## config.mk

```make
export PLATFORM = sky130hd
export DESIGN_NAME = handshake_input
export DESIGN_NICKNAME = d
export VERILOG_FILES = /design/src/rtl/handshake_input.sv
export SDC_FILE = /design/constraint.sdc
export NUM_CORES = 1
export LEC_CHECK = 0
export BUFFER_PORTS_ARGS = -buffer_cell sky130_fd_sc_hd__buf_2
export CORE_MARGIN = 5
export CORE_UTILIZATION = 61
export DETAILED_ROUTE_END_ITERATION = 6
export MAX_ROUTING_LAYER = met4
export PLACE_DENSITY = 0.85
export SKIP_LAST_GASP = 1
export SYNTH_ARGS = -nofsm -noshare
export SYNTH_HDL_FRONTEND = slang
export SYNTH_SLANG_ARGS = --single-unit
export TNS_END_PERCENT = 20
```

## constraint.sdc

```tcl
create_clock -name clock -period 8.82 [get_ports clock]
set_input_delay 1.764 -clock clock [delete_from_list [all_inputs] [get_ports clock]]
set_output_delay 1.764 -clock clock [all_outputs]
set_load 0.02 [all_outputs]
```

## src/rtl/handshake_input.sv

```systemverilog
// Receiving end of a valid/ready byte stream.
// Buffers accepted values in a small FIFO and re-presents them downstream.
// Checks the stream against an incrementing sequence and reports a count
// and a sticky first-error capture.
module handshake_input #(
    parameter int          WIDTH = 8,
    parameter int          DEPTH = 4,
    parameter int unsigned START = 1
) (
    input  logic             clock,
    input  logic             reset_n,
    input  logic [WIDTH-1:0] i_value,
    input  logic             i_valid,
    output logic             o_ready,
    output logic [WIDTH-1:0] o_value,
    output logic             o_valid,
    input  logic             i_ready,
    output logic [15:0]      o_count,
    output logic             o_error,
    output logic [WIDTH-1:0] o_error_value
);

    localparam int               PTR_W   = $clog2(DEPTH);
    localparam int               OCC_W   = $clog2(DEPTH) + 1;
    localparam logic [OCC_W-1:0] DEPTH_C = OCC_W'(DEPTH);
    localparam logic [WIDTH-1:0] START_C = WIDTH'(START);
    localparam logic [WIDTH-1:0] ONE_C   = WIDTH'(1);

    logic [WIDTH-1:0] mem_q [DEPTH];

    logic [PTR_W-1:0] wr_ptr_q, wr_ptr_d;
    logic [PTR_W-1:0] rd_ptr_q, rd_ptr_d;
    logic [OCC_W-1:0] occ_q, occ_d;
    logic             ready_q, ready_d;
    logic             valid_q, valid_d;
    logic [WIDTH-1:0] value_q, value_d;
    logic [15:0]      count_q, count_d;
    logic             error_q, error_d;
    logic [WIDTH-1:0] error_value_q, error_value_d;
    logic [WIDTH-1:0] expected_q, expected_d;

    logic accept;
    logic drain;

    assign accept = i_valid & ready_q;
    assign drain  = valid_q & i_ready;

    // FIFO pointers, occupancy and the registered downstream view of the head.
    always_comb begin
        wr_ptr_d = wr_ptr_q;
        rd_ptr_d = rd_ptr_q;
        occ_d    = occ_q;
        if (accept) begin
            wr_ptr_d = wr_ptr_q + PTR_W'(1);
        end
        if (drain) begin
            rd_ptr_d = rd_ptr_q + PTR_W'(1);
        end
        case ({accept, drain})
            2'b10:   occ_d = occ_q + OCC_W'(1);
            2'b01:   occ_d = occ_q - OCC_W'(1);
            default: occ_d = occ_q;
        endcase
        ready_d = (occ_d < DEPTH_C);
        valid_d = (occ_d != '0);
        // A single remaining entry that is being written this edge is the
        // new head; memory does not hold it yet, so take it from the input.
        if (occ_d == '0) begin
            value_d = '0;
        end else if (accept && (occ_d == OCC_W'(1))) begin
            value_d = i_value;
        end else begin
            value_d = mem_q[rd_ptr_d];
        end
    end

    // Sequence checker and saturating transfer counter.
    always_comb begin
        expected_d    = expected_q;
        error_d       = error_q;
        error_value_d = error_value_q;
        count_d       = count_q;
        if (accept) begin
            expected_d = i_value + ONE_C;
            if ((i_value != expected_q) && !error_q) begin
                error_d       = 1'b1;
                error_value_d = i_value;
            end
            if (count_q != 16'hFFFF) begin
                count_d = count_q + 16'd1;
            end
        end
    end

    // FIFO storage; stale contents are harmless since reset clears the pointers.
    always_ff @(posedge clock) begin
        if (reset_n && accept) begin
            mem_q[wr_ptr_q] <= i_value;
        end
    end

    // Control and status registers with synchronous active-low reset.
    always_ff @(posedge clock) begin
        if (!reset_n) begin
            wr_ptr_q      <= '0;
            rd_ptr_q      <= '0;
            occ_q         <= '0;
            ready_q       <= 1'b0;
            valid_q       <= 1'b0;
            value_q       <= '0;
            count_q       <= '0;
            error_q       <= 1'b0;
            error_value_q <= '0;
            expected_q    <= START_C;
        end else begin
            wr_ptr_q      <= wr_ptr_d;
            rd_ptr_q      <= rd_ptr_d;
            occ_q         <= occ_d;
            ready_q       <= ready_d;
            valid_q       <= valid_d;
            value_q       <= value_d;
            count_q       <= count_d;
            error_q       <= error_d;
            error_value_q <= error_value_d;
            expected_q    <= expected_d;
        end
    end

    assign o_ready       = ready_q;
    assign o_valid       = valid_q;
    assign o_value       = value_q;
    assign o_count       = count_q;
    assign o_error       = error_q;
    assign o_error_value = error_value_q;

endmodule
```

======== After elaboration in Yosys (flattened, before gate mapping) ========
Memory sizes are Yosys's and may differ from the RTL's.
Cells that the tools add are included.
Widths: inputs -> output; s select.
word-level totals
  output and inout bits ................... 35
  register bits after elaboration ......... 50
  word-level logic and storage cells ...... 40
  input port bits ......................... 12
  memories kept ........................... 1
  memory bits (writable) .................. 32
operators by class
  reduce and logical (&&, ||, !) cells .... 9
  equality and inequality tests ........... 5
  multiplexer cells ....................... 5
  bitwise operators ....................... 3
  $add $sub $neg .......................... 6
  $lt $le $gt $ge ......................... 1
memories
  memory  words  width  read ports  clocked after memory_dff  wr ports  line  source
  mem_q   4      8      1           0                         1         29    logic [WIDTH-1:0] mem_q [DEPTH];
operators with widths
  cell                   count
  $add 16x1->16 const B  1
  $ne 16x16->1 const B   1
  $add 8x1->8 const B    1
  $mux 8                 1
  $ne 8x8->1             1
  $pmux 3 s2             1
  $add 2x1->2 const B    2
  $reduce_and 2->1       2
  $add 3x1->3 const B    1
  $eq 3x1->1 const B     1
  $logic_and 1x1->1      3
  $logic_not 3->1        1
  $lt 3x3->1 const B     1
  $reduce_bool 3->1      1
  $sub 3x1->3 const B    1
  $and 1x1->1            2
  $eq 2x1->1 const B     1
  $eq 2x2->1 const B     1
  $mux 1                 2
  $mux 2                 1
  $reduce_or 2->1        1
  $logic_not 1->1        1
  $not 1->1              1

======== Logic depth before layout (Yosys ltp) ========
Gate-level depths: netlist of the first run.
  depth in word-level cells ............... 6
  mapped depth ............................ 11
  gate-level depth less buffers ........... 9

======== Least setup slack after synthesis of the first run ========
No wires, ideal clock.
  path kind ............................... input to register
  start ................................... input port i_ready
  end ..................................... register value_q[6] (netlist: o_value[6])
  arrival time ............................ 4.460 ns
  setup time .............................. 0.121 ns
  slack ................................... 4.239 ns
  required time ........................... 8.699 ns
  path buffers ............................ 1
  stages on the path ...................... 10
  path through ............................ nand2_1 -> clkinv_1 -> clkbuf_1 -> ha_1 -> inv_1 -> fa_1 -> nor3b_1 -> o32ai_1 -> o31ai_1 -> a2bb2o_1
on the way
  cells in the longest elaborated chain, start to end .. 6
  elaborated cells between the ends (all ways) .. 11
  those cells by class .................... 3 x eq/ne; 3 x mux; 1 x bitwise; 3 x reduce/logical; 1 x memory
RTL lines
  element                                   line  source
  start: declaration                        17    input logic i_ready,
  $and 1x1->1 (*)                           46    assign drain = valid_q & i_ready;
  $eq 2x1->1 or $eq 2x2->1 (tied branches)  59    case ({accept, drain})
  $pmux 3 s2                                59
  $eq 3x1->1                                70    end else if (accept && (occ_d == OCC_W'(1))) begin
  $logic_and 1x1->1                         70
  $mux 8                                    70
  end signal: assignment                    121   value_q <= value_d;
  end: declaration                          36    logic [WIDTH-1:0] value_q, value_d;
Every way passes the cells marked *; elsewhere a longest branch is shown, timed or not.
A chain may end at the register's enable or synchronous reset.

======== Worst setup path in the final report of the first run ========
Same ends and word-level chain as after synthesis.

==> results of run 1 <==
-- logic make-up (layout without fill, tap and decap cells) --
family / count (synthesis) / count (layout) / synth area share [%]
buffers and inverters: 35 / 75 / 3.57
xor gates and xnor gates: 21 / 21 / 5.11
and+or+nand+nor: 108 / 108 / 15.8
muxes: 18 / 18 / 5.31
DFF: 82 / 82 / 50.4
AOI/OAI and AO/OA: 88 / 88 / 17.0
adders and majority gates: 8 / 8 / 2.77
-- layout by cell type, fill, tap and decap left out, types with 3 or more instances in the layout --
cell | netlist | routed
a211oi_1 | 23 | 23
nor3_1 | 5 | 5
inv_1 | 9 | 9
mux2i_1 | 15 | 15
edfxtp_1 | 32 | 32
or3_1 | 6 | 6
o2bb2ai_1 | 13 | 13
nand4b_1 | 7 | 7
ha_1 | 7 | 7
nor4bb_1 | 6 | 6
nand4_1 | 4 | 4
nor4_1 | 4 | 4
and3_1 | 8 | 8
or4_1 | 3 | 3
nand2_1 | 28 | 28
buf_2 | 5 | 46
dfxtp_1 | 50 | 50
a21oi_1 | 12 | 12
clkbuf_8 | 0 | 10
xor2_1 | 14 | 14
nor2_1 | 17 | 17
o21ai_0 | 9 | 9
nand3_1 | 10 | 10
xnor2_1 | 6 | 6
bufinv_16 | 0 | 4
o31ai_1 | 10 | 10
o211ai_1 | 3 | 3
-- worst max-delay path by stage --
stage / to / slack, ps / depth (start not counted) / start
finish: o_value[6] / 3860 / 10 / i_ready
global route: o_value[6] / 3550 / 10 / i_ready
CTS: o_value[6] / 3920 / 10 / i_ready
detailed placement: o_value[6] / 3560 / 10 / i_ready
global placement: o_value[6] / 3710 / 10 / i_ready
floorplan: o_value[6] / 4240 / 10 / i_ready
-- worst max-delay path: stages --
cell	delay, ps
buf_2	320
nand2_1	310
clkinv_1	440
ha_1	310
inv_1	70
fa_1	540
nor3b_1	190
o32ai_1	150
o31ai_1	760
a2bb2o_1	350
-- sequential cells by signal, indices dropped and copies added (netlist names) --
register	cells
expected_q	8
o_error_value	8
o_ready	1
o_count	16
occ_q	3
mem_q	32
o_error	1
o_value	8
wr_ptr_q	2
rd_ptr_q	2
o_valid	1
-- layer usage --
layer | routed length [um] | share of wire (%) | vias to the layer above
met4 | 129 | 1.5 | 0
met3 | 416 | 4.8 | 14
met2 | 4350 | 50 | 91
met1 | 3760 | 43 | 1446
li1 | - | - | 1453
met5 | 0 | 0 | -
-- where the power goes --
| part | internal (mW) | switching (mW) |
|---|---|---|
| sequential | 0.416 | 0.0247 |
| combinational | 0.0584 | 0.0923 |
| clock | 0.224 | 0.133 |
| total | 0.698 | 0.250 |
-- layout make-up --
class | instances | area share, %
Tap cell | 77 | 2.19
Clock buffer | 11 | 3.21
Inverter | 12 | 1.02
Multi-Input combinational cell | 243 | 40.7
Clock inverter | 5 | 2.84
Sequential cell | 82 | 44.6
Timing Repair Buffer | 47 | 5.41
==> results.md, run 1 <==
- Critical R2R Capture: o_value[6]
- Register area share after synthesis: about half
- CTS sink count: 82
- Initial DRC count: approximately 190
- Core Region: between 6000 and 7000 sq um
- Setup-failing EPs final: 0
- Final worst slack: 3860 ps
- Synth top area cells: dfxtp_1, edfxtp_1, a211oi_1, mux2i_1, xor2_1
- Synth unique cells: 58
- Syn_nets: 380
- Final min period: around 5000 ps
- Area share of the largest cell type after synthesis: between 20% and 30%
- Post-detail-place hpwl: between 5 and 6 mm
- Leakage: between 1.5 and 2 nW
- Syn_area_per_cell: approximately 11 sq um
- Fmax achieved: slightly above 200 MHz
- Synth Flop Type: dfxtp_1
- Cell taking the most area after synthesis: dfxtp_1
- CTS tree: yes
- R2r startpoint: o_valid
- Post-synthesis cell area: 3890 sq um
- Site Rows: 29
- Overall Power: ~0.95 mW
- Crit path DAT: about 5200 ps
- Reg2reg path depth: 9
- Total wire length: between 8 and 9 mm
- Final GP Congestion: around 0.9
- Layout area overhead: 13.0%
- Initial antenna violation count: 0
- Wirelength per Cell: 18.1 um
- Slew Limit Fails: 0
- H-tree levels: 3
- Met2 Usage GRT: 36.6%
- Register-to-register setup slack: between 4000 and 5000 ps
- Chip height: ~90 um
- Area after DPL: about 4100 sq um
- # diodes: 0
- Status: complete, no violations
- #FFs+latches synth: 82
- Worst path required time: approximately 9100 ps
- Final period util: a little under three fifths
- Starting Density: 62.0%
- Post-synth EDFFs: 32
- Largest net degree at the start of global routing: 32
- Maximum clock path buffer count: 2
- Clock Skews: between 8 and 9 ps
- Share of cells above drive strength 1: between 10% and 20%
- Min Hold Slack: 457 ps
- VDD IR-drop max: 144 uV
- Ys async rst share: 0%
- Critical path type: input pin to flop
- Final Cell Area: around 4400 sq um
- Hold EP: o_error_value[4]
- Die area: a little over 8000 sq um
- Core Util, Final: a little over two thirds
- Routed vias: between 3000 and 4000
- Remaining antenna violation count: 0
- Via-to-Cell Ratio: roughly 6.3
- Filler Cells Inserted: about 450
- Die extent in x: approximately 90 um
- CTS root buf: clkbuf_8
- Hold path depth: 2
- First-pass GRT wire length: approximately 14 mm
- Buffers on Ports: 46
- Total GRT Usage: a little under a quarter
- Critical path fanouts, max: 22
- Synth cell count leaders: dfxtp_1, edfxtp_1, nand2_1
- Most frequent cell after synthesis: dfxtp_1
- Ys Warns: 0
- Gr ovfl total: 0
- Placed Cells: between 400 and 500
- Post_cts resized: 0
- Setup Slack @ Placement: 3560 ps
- GR met1 Demand/Resource: slightly below 30%
- Register Area: around 2000 sq um
- Worst setup SP type: input pin
- Multi-input logic area: 1790 sq um
- Clk_lat worst skew: between 300 and 400 ps
- Slew HR: 26.1%
- RSZ-0062 raised after global routing: false
- Post-route DRC: 0
- Slew @ Worst Pin: 1100 ps
- Setup TNS Final: 0 ps
- Postcts setup bufs: 0
- Non-filler cells, final: 477
- Clk slew on worst S/H paths: roughly 80 ps
- Fin nets: roughly 420
- Post-CTS Hold Buffers: 0
- Pwr dens: about 220 nW/um^2
- Hold/Removal Path Class: flop to flop
- Hold Vio Cnt, Final: 0
- CTS Buf Count: 9
- I/O pins: 47
- First-pass DRT Iterations: 5
- Max_cap viols: 0
- Critical Path Sink Type: flop
- Routing usage on met3: about 3.9%
- Number of global-route vias before repair: about 2900
- GR peak layer: met2
- Mapped Cells: 360
- Hold path start: o_error_value[4]
(Power assumes the default switching activity.)
==> run 2, diff against run 1 <==
Settings changed: ABC_AREA set to 1, CORE_UTILIZATION 61 to 58, PLACE_DENSITY 0.85 to 0.82.
Clock period 8.82 ns to 5.1 ns, I/O delays scaled along.
==> results.md, run 2 <==
- CTS sink count: 82
- Commonest non-fill, non-tap cells in the layout: nand2_1, inv_1, nor2_1, dfxtp_1, buf_2
- Critical Path Sink Type: flop
- Final Cell Area: approximately 4300 sq um
- Number of flip-flops under the largest register name: 32
- Synth cell count leaders: nand2_1, inv_1, nor2_1
- Core Region: approximately 6400 sq um
- Post-CTS Hold Buffers: 0
- Setup-failing EPs final: 0
- Total GRT Usage: between 20% and 30%
- Post-synthesis cell area: 3890 sq um
- Final worst slack: 2070 ps
- Ys async rst share: 0%
- Critical Path End: o_value[7]
- Final period util: about three fifths
- Worst path most repeated cell: nand2_1
- Synth Flop Type: dfxtp_1
- Syn_nets: 502
- Critical R2R Capture: o_value[7]
- Setup Slack @ Placement: approximately 1700 ps
- Largest delay share family, worst path: simple AND/OR/NAND/NOR gates
- Fin nets: 547
- Synth top area cells: dfxtp_1, edfxtp_1, nand2_1, inv_1, nor2_1
- Clk slew on worst S/H paths: 90 ps
- Wirelength per Cell: 13.2 um
- Final GP Congestion: about 0.9
- Register Area: between 1500 and 2000 sq um
- Reg2reg path depth: 11
- #FFs+latches synth: between 80 and 90
- Chip height: approximately 92 um
- Total wire length: roughly 8 mm
- Share of cells above drive strength 1: 14.8%
- Fmax achieved: about 330 MHz
- Setup TNS Final: 0 ps
- Die extent in x: a little over 90 um
- Crit path DAT: ~3300 ps
- Post_cts resized: 0
- Clk pwr share: 24.7%
- RSZ-0062 raised after global routing: false
- Largest net degree at the start of global routing: 34
- Via-to-Cell Ratio: 5.22
- Multi-input logic area: about 1600 sq um
- H-tree levels: 3
- Syn_area_per_cell: 8.07 sq um
- Pint: between 1 and 1.5 mW
- Sw Pwr: ~0.63 mW
- Register area share after synthesis: about half
- Worst path required time: about 5400 ps
- Register-to-register setup slack: between 2000 and 3000 ps
- Cell taking the most area after synthesis: dfxtp_1
- Remaining antenna violation count: 0
- Status: complete, no violations
- Hold Vio Cnt, Final: 0
- Area share of the largest cell type after synthesis: around a quarter
- Maximum clock path buffer count: 2
- Post-route DRC: 0
- Hold path start: o_error_value[1]
- Clk_lat worst skew: 360 ps
- Max incr delay on CP: about 470 ps
- Postcts setup bufs: 0
- CTS Buf Count: 9
- Max_cap viols: 0
- Mapped Cells: between 400 and 500
- Filler Cells Inserted: 534
- Post-synth EDFFs: 32
- VDD IR-drop max: roughly 190 uV
- Comb pwr share: 29.2%
- Critical path type: input pin to flop
- CP Depth: 12
- Min Hold Slack: between 500 and 600 ps
- Top reg by flops: mem_q
- Slew HR: 22.0%
- # diodes: 0
- Initial antenna violation count: 0
- CP cell instances: buf_2 > nand2_1 > ha_1 > inv_1 > fa_1 > nand2_1 > o21ai_1 > nand2_1 > nor2_1 > nand3_1 > o21ai_0 > nor2_1
- Clock Skews: between 10 and 15 ps
- CTS root buf: clkbuf_8
- Buffers on Ports: 46
- Seq pwr share: roughly 46%
- Commonest non-fill, non-tap cell in the layout: nand2_1
- Ys Warns: 0
- Routed vias: about 3200
- Most frequent cell after synthesis: nand2_1
- I/O pins: 47
- Post-detail-place hpwl: approximately 5.6 mm
- WP buf/inv: 2
- Number of global-route vias before repair: around 3100
- Leakage: 1.98 nW
- Sw Share: between 30% and 40%
- R2r startpoint: o_ready
- Crit. Startpoint: i_valid
- Slew Limit Fails: 0
- Die area: ~8400 sq um
- Starting Density: 60.5%
- Slowest cell on crit path: fa_1
- First-pass DRT Iterations: 4
- Initial DRC count: ~150
- Slew @ Worst Pin: 1170 ps
- Area after DPL: between 4000 and 5000 sq um
- Critical path fanouts, max: 16
- Site Rows: 29
- Final min period: slightly above 3000 ps
- Core Util, Final: 67.3%
- Hold/Removal Path Class: flop to flop
- First-pass GRT wire length: roughly 14 mm
- Gr ovfl total: 0
- Worst setup SP type: input pin
- CTS tree: yes
- Layout area overhead: 11.2%
- Synth unique cells: 31
- Pwr dens: approximately 400 nW/um^2
==> run 2: cell types whose count changed in the layout (fill, tap and decap cells not counted), sizes merged, moves of 15 or more <==
| cell | delta |
|---|---|
| nor2 | +47 |
| inv | +62 |
| o21ai | +30 |
| mux2i | -15 |
| a211oi | -24 |
| nand2 | +105 |
==> run 2: tightest hold or removal path, cell delays in order (launching register included) <==
cell,delay [ps]
dfxtp_1,310
inv_1,40
nand2_1,40
inv_1,40
nor2_1,30
==> run 2: cell type report <==
class	instances	share of cell area, %
Inverter	71	6.16
Sequential cell	82	45.4
Multi-Input combinational cell	317	36.9
Clock inverter	7	1.21
Clock buffer	9	2.86
Tap cell	77	2.23
Timing Repair Buffer	46	5.32
==> run 2: worst min path at each step <==
stage / endpoint / cells after the start
after detailed placement: expected_q[0] / 2
after floorplan: expected_q[1] / 2
after CTS: o_error_value[1] / 4
after global routing: expected_q[0] / 2
final: o_error_value[1] / 4
after global placement: expected_q[1] / 2
==> run 2: stage by stage <==
stage,total power [mW],std cells
4_1_cts,1.73,609
6_report,1.73,609
2_1_floorplan,1.19,482
3_5_place_dp,1.32,593
3_3_place_gp,1.30,593
5_1_grt,1.85,609
==> run 2: cells by family after synthesis <==
| kind of cell | synth area share [%] |
|---|---|
| adder cells (fa/ha/maj) | 2.77 |
| flip-flops | 50.5 |
| AND/OR/NAND/NOR | 24.7 |
| buffers and inverters | 8.56 |
| XOR/XNOR | 5.41 |
| AO/OA/AOI/OAI | 8.08 |
==> run 2: power by group through the flow <==
stage	Clock (mW)	Combinational (mW)	Sequential (mW)
floorplan	0	0.315	0.872
global placement	0	0.485	0.813
detailed placement	0	0.502	0.814
CTS	0.430	0.505	0.800
global route	0.460	0.580	0.808
finish	0.427	0.505	0.798
==> run 2: metal layers <==
metal | global-route usage, % | share of wire, % | routed length, um
met4 | 8.54 | 1.1 | 90
met3 | 3.93 | 5.7 | 456
met5 | - | 0 | 0
met1 | 26.4 | 44 | 3530
met2 | 34.7 | 49 | 3950
